==> src/rtl/mul_div_unit_if.sv <==
// ---------------------------------------------------------------------------
// mul_div_unit_if
//   Request/response bundle between the EX-stage operand selection and the
//   iterative multiply/divide unit.
//
//   master (EX stage) drives : start, op, busa, busb, cancel
//   slave  (mul_div_unit)    : busy, done, hi, lo
//
//   start   request, sampled by the unit only while busy=0
//   op      0 MULT, 1 MULTU, 2 DIV, 3 DIVU, 4 MTHI, 5 MTLO, 6/7 no action
//   busa    operand A (rs / dividend), also MTHI/MTLO write data
//   busb    operand B (rt / divisor)
//   cancel  flush from exception/branch, aborts an in-flight operation
//   busy    operation in flight, EX stalls while high
//   done    one-cycle pulse, hi/lo hold the new result
//   hi, lo  architectural HI/LO registers
// ---------------------------------------------------------------------------
interface mul_div_unit_if #(
  parameter int DATA_W = 32
);
  logic              start;
  logic [2:0]        op;
  logic [DATA_W-1:0] busa;
  logic [DATA_W-1:0] busb;
  logic              cancel;
  logic              busy;
  logic              done;
  logic [DATA_W-1:0] hi;
  logic [DATA_W-1:0] lo;

  modport master (
    output start, op, busa, busb, cancel,
    input  busy, done, hi, lo
  );

  modport slave (
    input  start, op, busa, busb, cancel,
    output busy, done, hi, lo
  );
endinterface

==> src/rtl/mul_div_unit.sv <==
// ---------------------------------------------------------------------------
// mul_div_unit
//   Iterative multiply/divide unit with HI/LO registers for the EX stage.
//   MULT/MULTU use shift-add, DIV/DIVU use restoring division, both one bit
//   per cycle over DATA_W cycles (state CALC) followed by a one-cycle sign
//   correction (state FIX). MTHI/MTLO write HI/LO directly in the request
//   cycle.
//
// Ports
//   clk   in  clock, all state updates on the rising edge
//   rst   in  synchronous reset, active-high
//   mdu   mul_div_unit_if.slave  (start/op/busa/busb/cancel in,
//                                  busy/done/hi/lo out)
//
// Parameters
//   DATA_W  operand and HI/LO width
//   CNT_W   iteration counter width, must be able to hold DATA_W
//
// Configuration
//   MDU_FAST_MUL_EN  when defined, MULT/MULTU use a single-cycle
//                    combinational multiplier: hi/lo are written at the end
//                    of the request cycle, done pulses the next cycle and
//                    busy stays low. Division is unaffected.
// ---------------------------------------------------------------------------
module mul_div_unit #(
  parameter int DATA_W = 32,
  parameter int CNT_W  = 6
) (
  input  logic          clk,
  input  logic          rst,
  mul_div_unit_if.slave mdu
);

  localparam logic [2:0] OP_MULT  = 3'd0;
  localparam logic [2:0] OP_MULTU = 3'd1;
  localparam logic [2:0] OP_DIV   = 3'd2;
  localparam logic [2:0] OP_DIVU  = 3'd3;
  localparam logic [2:0] OP_MTHI  = 3'd4;
  localparam logic [2:0] OP_MTLO  = 3'd5;

  localparam logic [CNT_W-1:0] CNT_LAST = CNT_W'(DATA_W - 1);

`ifdef MDU_FAST_MUL_EN
  localparam bit FAST_MUL = 1'b1;
`else
  localparam bit FAST_MUL = 1'b0;
`endif

  // Two's-complement magnitude; the most negative value maps onto itself,
  // which is the correct unsigned magnitude.
  function automatic logic [DATA_W-1:0] abs_val(input logic [DATA_W-1:0] v,
                                                 input logic            neg);
    return neg ? (~v) + DATA_W'(1) : v;
  endfunction

  function automatic logic [DATA_W-1:0] neg_w(input logic [DATA_W-1:0] v);
    return (~v) + DATA_W'(1);
  endfunction

  function automatic logic [2*DATA_W-1:0] neg_2w(input logic [2*DATA_W-1:0] v);
    return (~v) + (2*DATA_W)'(1);
  endfunction

  typedef enum logic [1:0] {
    S_IDLE = 2'd0,
    S_CALC = 2'd1,
    S_FIX  = 2'd2
  } state_t;

  state_t              state_q, state_d;
  logic [CNT_W-1:0]    cnt_q, cnt_d;
  logic                done_q, done_d;
  logic                busy;

  // Latched operation context (data, not reset)
  logic                is_div_q, sa_q, sb_q, dz_q;
  logic [DATA_W-1:0]   opnd_q;   // multiplicand for mul, divisor for div
  logic [DATA_W-1:0]   a_raw_q;  // busa as latched, for divide-by-zero HI
  logic [2*DATA_W-1:0] acc_q;    // mul: {partial, multiplier}  div: {rem, quo}
  logic [2*DATA_W-1:0] acc_step;

  logic [DATA_W-1:0]   hi_q, lo_q, hi_d, lo_d;
  logic                hi_we, lo_we;

  logic                accept, op_mul, op_div, op_signed;
  logic                sgn_a, sgn_b, go_iter, go_fast;
  logic [DATA_W-1:0]   a_mag, b_mag;
  logic [2*DATA_W-1:0] fast_res;

  // ---- request decode (cycle T) ----
  always_comb begin
    accept    = mdu.start & ~busy & ~mdu.cancel;
    op_mul    = (mdu.op == OP_MULT) | (mdu.op == OP_MULTU);
    op_div    = (mdu.op == OP_DIV)  | (mdu.op == OP_DIVU);
    op_signed = (mdu.op == OP_MULT) | (mdu.op == OP_DIV);
    sgn_a     = op_signed & mdu.busa[DATA_W-1];
    sgn_b     = op_signed & mdu.busb[DATA_W-1];
    a_mag     = abs_val(mdu.busa, sgn_a);
    b_mag     = abs_val(mdu.busb, sgn_b);
    go_fast   = accept & op_mul & FAST_MUL;
    go_iter   = accept & (op_div | (op_mul & ~FAST_MUL));
  end

`ifdef MDU_FAST_MUL_EN
  always_comb begin
    fast_res = (2*DATA_W)'(a_mag) * (2*DATA_W)'(b_mag);
    if (sgn_a ^ sgn_b) fast_res = neg_2w(fast_res);
  end
`else
  assign fast_res = '0;
`endif

  // ---- CALC: one multiplier/quotient bit per cycle ----
  logic [DATA_W:0] mul_sum, div_shift, div_diff;

  always_comb begin
    mul_sum   = {1'b0, acc_q[2*DATA_W-1:DATA_W]} + (acc_q[0] ? {1'b0, opnd_q} : '0);
    // Remainder shifted left with the next dividend bit; a clear borrow
    // (div_diff MSB) means the divisor fits and the quotient bit is 1.
    div_shift = acc_q[2*DATA_W-1:DATA_W-1];
    div_diff  = div_shift - {1'b0, opnd_q};
    if (is_div_q) begin
      acc_step = {(div_diff[DATA_W] ? div_shift[DATA_W-1:0] : div_diff[DATA_W-1:0]),
                  acc_q[DATA_W-2:0], ~div_diff[DATA_W]};
    end else begin
      acc_step = {mul_sum, acc_q[DATA_W-1:1]};
    end
  end

  // ---- FIX: sign correction and special cases ----
  logic [2*DATA_W-1:0] mul_res;
  logic [DATA_W-1:0]   quo, rem, fix_hi, fix_lo;

  always_comb begin
    mul_res = (sa_q ^ sb_q) ? neg_2w(acc_q) : acc_q;
    quo     = (sa_q ^ sb_q) ? neg_w(acc_q[DATA_W-1:0]) : acc_q[DATA_W-1:0];
    rem     = sa_q ? neg_w(acc_q[2*DATA_W-1:DATA_W]) : acc_q[2*DATA_W-1:DATA_W];
    fix_hi  = rem;
    fix_lo  = quo;
    if (!is_div_q) begin
      fix_hi = mul_res[2*DATA_W-1:DATA_W];
      fix_lo = mul_res[DATA_W-1:0];
    end else if (dz_q) begin
      fix_hi = a_raw_q;
      fix_lo = '1;
    end
  end

  // ---- FSM: state register ----
  always_ff @(posedge clk) begin
    if (rst) begin
      state_q <= S_IDLE;
      cnt_q   <= '0;
      done_q  <= 1'b0;
    end else begin
      state_q <= state_d;
      cnt_q   <= cnt_d;
      done_q  <= done_d;
    end
  end

  // ---- FSM: next state ----
  always_comb begin
    state_d = state_q;
    cnt_d   = '0;
    unique case (state_q)
      S_IDLE: if (go_iter) state_d = S_CALC;
      S_CALC: begin
        if (mdu.cancel) begin
          state_d = S_IDLE;
        end else if (cnt_q == CNT_LAST) begin
          state_d = S_FIX;
        end else begin
          cnt_d = cnt_q + CNT_W'(1);
        end
      end
      S_FIX:   state_d = S_IDLE;
      default: state_d = S_IDLE;
    endcase
  end

  // ---- FSM: outputs and HI/LO write control ----
  always_comb begin
    busy   = (state_q != S_IDLE);
    done_d = 1'b0;
    hi_we  = 1'b0;
    lo_we  = 1'b0;
    hi_d   = fix_hi;
    lo_d   = fix_lo;
    if (state_q == S_FIX && !mdu.cancel) begin
      hi_we  = 1'b1;
      lo_we  = 1'b1;
      done_d = 1'b1;
    end else if (go_fast) begin
      hi_we  = 1'b1;
      lo_we  = 1'b1;
      hi_d   = fast_res[2*DATA_W-1:DATA_W];
      lo_d   = fast_res[DATA_W-1:0];
      done_d = 1'b1;
    end else if (accept && mdu.op == OP_MTHI) begin
      hi_we  = 1'b1;
      hi_d   = mdu.busa;
    end else if (accept && mdu.op == OP_MTLO) begin
      lo_we  = 1'b1;
      lo_d   = mdu.busa;
    end
  end

  always_ff @(posedge clk) begin
    if (rst) begin
      hi_q <= '0;
      lo_q <= '0;
    end else begin
      if (hi_we) hi_q <= hi_d;
      if (lo_we) lo_q <= lo_d;
    end
  end

  // Operand/accumulator registers carry no reset: they are reloaded on
  // every accepted mul/div and never reach hi/lo without passing FIX.
  always_ff @(posedge clk) begin
    if (go_iter) begin
      is_div_q <= op_div;
      sa_q     <= sgn_a;
      sb_q     <= sgn_b;
      dz_q     <= (mdu.busb == '0);
      a_raw_q  <= mdu.busa;
      opnd_q   <= op_div ? b_mag : a_mag;
      acc_q    <= {{DATA_W{1'b0}}, (op_div ? a_mag : b_mag)};
    end else if (state_q == S_CALC) begin
      acc_q    <= acc_step;
    end
  end

  assign mdu.busy = busy;
  assign mdu.done = done_q;
  assign mdu.hi   = hi_q;
  assign mdu.lo   = lo_q;

endmodule

==> src/flat_wrapper.sv <==
// flat-port wrapper written by rule: the top's interface ports become plain ports
module mul_div_unit_flat 
#(
  parameter int DATA_W = 32,
  parameter int CNT_W  = 6
)
  (clk, rst, mdu_start, mdu_op, mdu_busa, mdu_busb, mdu_cancel, mdu_busy, mdu_done, mdu_hi, mdu_lo);
  mul_div_unit_if #(.DATA_W(DATA_W)) mdu_i ();
  input  logic clk;
  input  logic rst;
  input wire logic [$bits(mdu_i.start)-1:0] mdu_start;
  input wire logic [$bits(mdu_i.op)-1:0] mdu_op;
  input wire logic [$bits(mdu_i.busa)-1:0] mdu_busa;
  input wire logic [$bits(mdu_i.busb)-1:0] mdu_busb;
  input wire logic [$bits(mdu_i.cancel)-1:0] mdu_cancel;
  output wire logic [$bits(mdu_i.busy)-1:0] mdu_busy;
  output wire logic [$bits(mdu_i.done)-1:0] mdu_done;
  output wire logic [$bits(mdu_i.hi)-1:0] mdu_hi;
  output wire logic [$bits(mdu_i.lo)-1:0] mdu_lo;
  assign mdu_i.start = mdu_start;
  assign mdu_i.op = mdu_op;
  assign mdu_i.busa = mdu_busa;
  assign mdu_i.busb = mdu_busb;
  assign mdu_i.cancel = mdu_cancel;
  assign mdu_busy = mdu_i.busy;
  assign mdu_done = mdu_i.done;
  assign mdu_hi = mdu_i.hi;
  assign mdu_lo = mdu_i.lo;
  mul_div_unit #(.DATA_W(DATA_W), .CNT_W(CNT_W)) u_core (.clk(clk), .rst(rst), .mdu(mdu_i));
endmodule
==> config.mk <==
export PLATFORM = sky130hd
export DESIGN_NAME = mul_div_unit_flat
export DESIGN_NICKNAME = d
export VERILOG_FILES = /design/src/rtl/mul_div_unit_if.sv /design/src/rtl/mul_div_unit.sv /design/src/flat_wrapper.sv
export SDC_FILE = /design/constraint.sdc
export NUM_CORES = 1
export LEC_CHECK = 0
export ABC_AREA = 1
export CAP_MARGIN = 20
export CORE_MARGIN = 3
export CORE_UTILIZATION = 50
export CTS_CLUSTER_SIZE = 24
export DETAILED_ROUTE_END_ITERATION = 16
export GPL_ROUTABILITY_DRIVEN = 0
export MAX_ROUTING_LAYER = met4
export PLACE_DENSITY = 0.73
export SETUP_SLACK_MARGIN = 0.3
export SLEW_MARGIN = 20
export SYNTH_ARGS = -nofsm -noshare
export SYNTH_HDL_FRONTEND = slang
export SYNTH_SLANG_ARGS = --single-unit
==> constraint.sdc <==
create_clock -name clk -period 5.5 [get_ports clk]
set_input_delay 1.1 -clock clk [delete_from_list [all_inputs] [get_ports clk]]
set_output_delay 1.1 -clock clk [all_outputs]
set_load 0.02 [all_outputs]
==> flow_metrics.py <==
metrics = {
    "status": {
        "status": "completed",
    },
    "synthesis": {
        "ys_ff_latch": 205,
        "synthArstFlopShare": 0,
        "avgSynthCellArea_sq_um": 5.80,
        "synthCells": 3417,
        "yosysWarnings": 0,
        "ys_types": 50,
        "seq_area_frac_synth": 0.258,
        "syn_nets": 3559,
        "synthFlopType": "dfxtp_1",
        "synth-edff-count": 100,
        "netlist_area_sq_um": 19800,
    },
    "power_and_ir_drop": {
        "leakagePower_uw": 0.0106,
        "pwr-share-clk": 0.285,
        "seq_power_share": 0.335,
        "internal_power_uw": 3300,
        "p_sw_frac": 0.421,
        "p_total_uw": 5710,
        "pwr-share-comb": 0.380,
        "power.density_nw_per_um2": 256,
        "switchingPower_uw": 2410,
        "irDropWorstVdd_mv": 0.244,
    },
    "route": {
        "wirelength_microns": 79300,
        "wl_per_cell_microns": 19.7,
        "met3_length_microns": 11100,
        "num_vias": 23410,
        "drtAntennaViolNets": 0,
        "drc": 0,
        "first_pass_iters": 11,
        "drt-initial-drc-count": 3698,
        "top_layer_used": "met4",
        "wl_met2_microns": 32800,
        "post_drt_via_cell_ratio": 5.81,
        "wl_met1_microns": 29500,
    },
    "timing": {
        "relSlewSlack": 0.341,
        "post-route-min-period_ns": 3.63,
        "period_share": 0.660,
        "rsz0062_at_grt": "no",
        "fin_worst_skew_ns": 0.0265,
        "setup_viol": 0,
        "finalMaxSlewViolations": 0,
        "setup_tns_ns": 0,
        "hold_viol_final": 0,
        "hold_ws_ns": 0.464,
        "fmax_mhz": 275,
        "tightest_slew_ns": 0.988,
    },
    "setup_path": {
        "cp_common_cell": "nand2_1",
        "cp_max_fo": 80,
        "arrival_ns": 4.06,
        "reg2reg_slack_ns": 2.07,
        "crit_start": "mdu_cancel",
        "cp-end-kind": "flop",
        "rr_worst_depth": 17,
        "r2r-end": "u_core.acc_q[59]$_SDFFE_PP0P_",
        "cp.required_ns": 5.93,
        "path_class": "input pin to flop",
        "crit_slowest_cell": "nor3_4",
        "critical-path-max-stage-delay_ns": 0.74,
        "cp-start-kind": "input pin",
        "crit_chain": "clkdlybuf4s50_1 > nor3_4 > clkinv_1 > buf_4 > nand2_1 > inv_1 > nand2_1 > o21ai_0 > a21oi_1 > nor2_1",
        "worst_r2r_startpoint": "u_core.acc_q[32]$_SDFFE_PP0P_",
    },
    "finish": {
        "nets": 3624,
        "area_delta_synth_final_pct": 12.4,
        "layout-drive-gt1-share": 0.0369,
        "stdcell_area_sq_um": 22300,
    },
    "cts": {
        "ctsHoldBuffers": 0,
        "cts_root_buffer": "clkbuf_16",
        "cts_tree": "yes",
        "insertion_delay_ns": 0.57,
        "cts.sinks": 205,
        "clock_path_buffers": 3,
        "path_clk_slew_ns": 0.06,
        "cts_buffers": 23,
        "cts.repair.resized": 0,
        "cts_max_level": 1,
        "postCtsSetupBuffers": 0,
    },
    "grt": {
        "grt_max_degree": 81,
        "antenna_found_initial": 4,
        "grt_pass1_wl_microns": 117000,
        "grt_pass1_vias": 21101,
        "grt_usage": 0.372,
        "grt_overflow": 0,
    },
    "floorplan": {
        "fp.dieW_microns": 205,
        "io_pins": 137,
        "rows": 72,
        "start_util": 0.509,
        "dieArea_sq_um": 42100,
        "coreArea_sq_um": 38900,
        "die_y_microns": 205,
    },
    "place": {
        "place_area_sq_um": 21500,
        "dp_hpwl_microns": 63400,
        "portBuffers": 136,
    },
    "worst_hold_path": {
        "worstHoldPathCells": 2,
        "hold_path_class": "flop to flop",
        "min_to": "u_core.mdu.lo[26]$_SDFFE_PP0P_",
        "worstHoldStart": "u_core.mdu.lo[26]$_SDFFE_PP0P_",
    },
    "flow_run": {
        "drv_cap": 0,
    },
}
-- placed cells by master, fill, tap and decap left out, types with 14 or more instances in the layout --
cell type / instances
inv_1: 447
a21oi_1: 215
o211ai_1: 14
edfxtp_1: 100
buf_4: 23
nand2_1: 1182
nor3_1: 23
nor2_1: 373
clkbuf_16: 24
nand4_1: 17
clkdlybuf4s50_1: 135
xor2_1: 75
ha_1: 69
o21ai_0: 257
dfxtp_1: 105
nand3_1: 267
a31oi_1: 15
nand2_2: 17
-- final cells by class --
cell class	count	area [sq um]
well taps	518	648
fillers	3922	16600
diodes	11	27.5
clock inverters	6	53.8
repair buffers	159	1530
flip-flops and latches	205	5100
inverters	461	1730
clock buffers	36	736
multi-input cells	2632	12400
-- per-layer routing --
metal / vias to the layer above / GRT usage
met4: 0 / 0.211
met1: 10550 / 0.452
met2: 1477 / 0.538
met3: 341 / 0.130
met5: - / -
li1: 11042 / -
-- synth_stat cells, types with 6 or more instances --
| master | count | area, sq um |
|---|---|---|
| a21oi_1 | 215 | 1080 |
| a21oi_2 | 9 | 78.8 |
| a31oi_1 | 15 | 93.8 |
| buf_2 | 24 | 120 |
| buf_6 | 6 | 67.6 |
| clkbuf_1 | 79 | 297 |
| dfxtp_1 | 105 | 2100 |
| edfxtp_1 | 100 | 3000 |
| ha_1 | 69 | 863 |
| inv_1 | 447 | 1680 |
| inv_2 | 9 | 33.8 |
| nand2_1 | 1182 | 4440 |
| nand2_2 | 17 | 106 |
| nand3_1 | 267 | 1340 |
| nand4_1 | 17 | 106 |
| nor2_1 | 376 | 1410 |
| nor2_2 | 9 | 56.3 |
| nor3_1 | 23 | 115 |
| o211ai_1 | 14 | 105 |
| o21ai_0 | 257 | 1290 |
| o21ai_1 | 11 | 55.1 |
| o21bai_1 | 6 | 45.0 |
| xnor2_1 | 11 | 96.3 |
| xor2_1 | 75 | 657 |
-- critical path: cells and delay by family --
family	cells	cell delay, ns
buffers and inverters	4	1.53
and+or+nand+nor	4	1.13
AOI/OAI and AO/OA	2	0.25
-- flip-flops by register name, indices dropped and copies added (netlist names) --
name             count
u_core.mdu.lo       32
u_core.opnd_q       32
u_core.sb_q          1
u_core.acc_q        64
u_core.is_div_q      1
u_core.dz_q          1
u_core.sa_q          1
u_core.a_raw_q      32
u_core.mdu.done      1
u_core.state_q       2
u_core.cnt_q         6
u_core.mdu.hi       32
-- power groups by stage --
| stage | combinational (uW) | clock (uW) | sequential (uW) |
|---|---|---|---|
| floorplan | 1510 | 0 | 1840 |
| global placement | 2060 | 0 | 1930 |
| detailed placement | 2100 | 0 | 1930 |
| CTS | 2110 | 1620 | 1900 |
| global route | 2390 | 1680 | 1910 |
| finish | 2170 | 1620 | 1910 |
-- cells by family (layout without fill, tap and decap cells) --
| kind of cell | Yosys count | count (layout) | share of synthesized area |
|---|---|---|---|
| other cells | 0 | 11 | 0 |
| simple gates | 1927 | 1927 | 0.396 |
| fa+ha+maj | 71 | 71 | 0.0456 |
| xor+xnor | 86 | 86 | 0.0380 |
| flops | 205 | 205 | 0.258 |
| compound gates | 548 | 548 | 0.147 |
| buf+inv | 580 | 662 | 0.116 |
-- stage by stage --
stage | std cells | util | setup WS [ns]
finish | 4028 | 0.572 | 1.87
global route | 4024 | 0.572 | 1.63
CTS | 4017 | 0.572 | 1.95
detailed placement | 3975 | 0.551 | 1.40
global placement | 3975 | 0.551 | 1.37
floorplan | 3417 | - | 1.29
-- worst max path at each step --
| stage | to | cells after the start | slack, ns |
|---|---|---|---|
| 6_report | u_core.mdu.hi[2]$_SDFFE_PP0P_ | 10 | 1.87 |
| 3_5_place_dp | u_core.mdu.hi[2]$_SDFFE_PP0P_ | 13 | 1.40 |
| 2_1_floorplan | u_core.acc_q[4]$_DFFE_PP_ | 5 | 1.29 |
| 3_3_place_gp | u_core.mdu.hi[2]$_SDFFE_PP0P_ | 13 | 1.37 |
| 5_1_grt | u_core.acc_q[12]$_DFFE_PP_ | 10 | 1.63 |
| 4_1_cts | u_core.mdu.hi[2]$_SDFFE_PP0P_ | 13 | 1.95 |
Note: power is estimated with default switching activity, not from simulation.
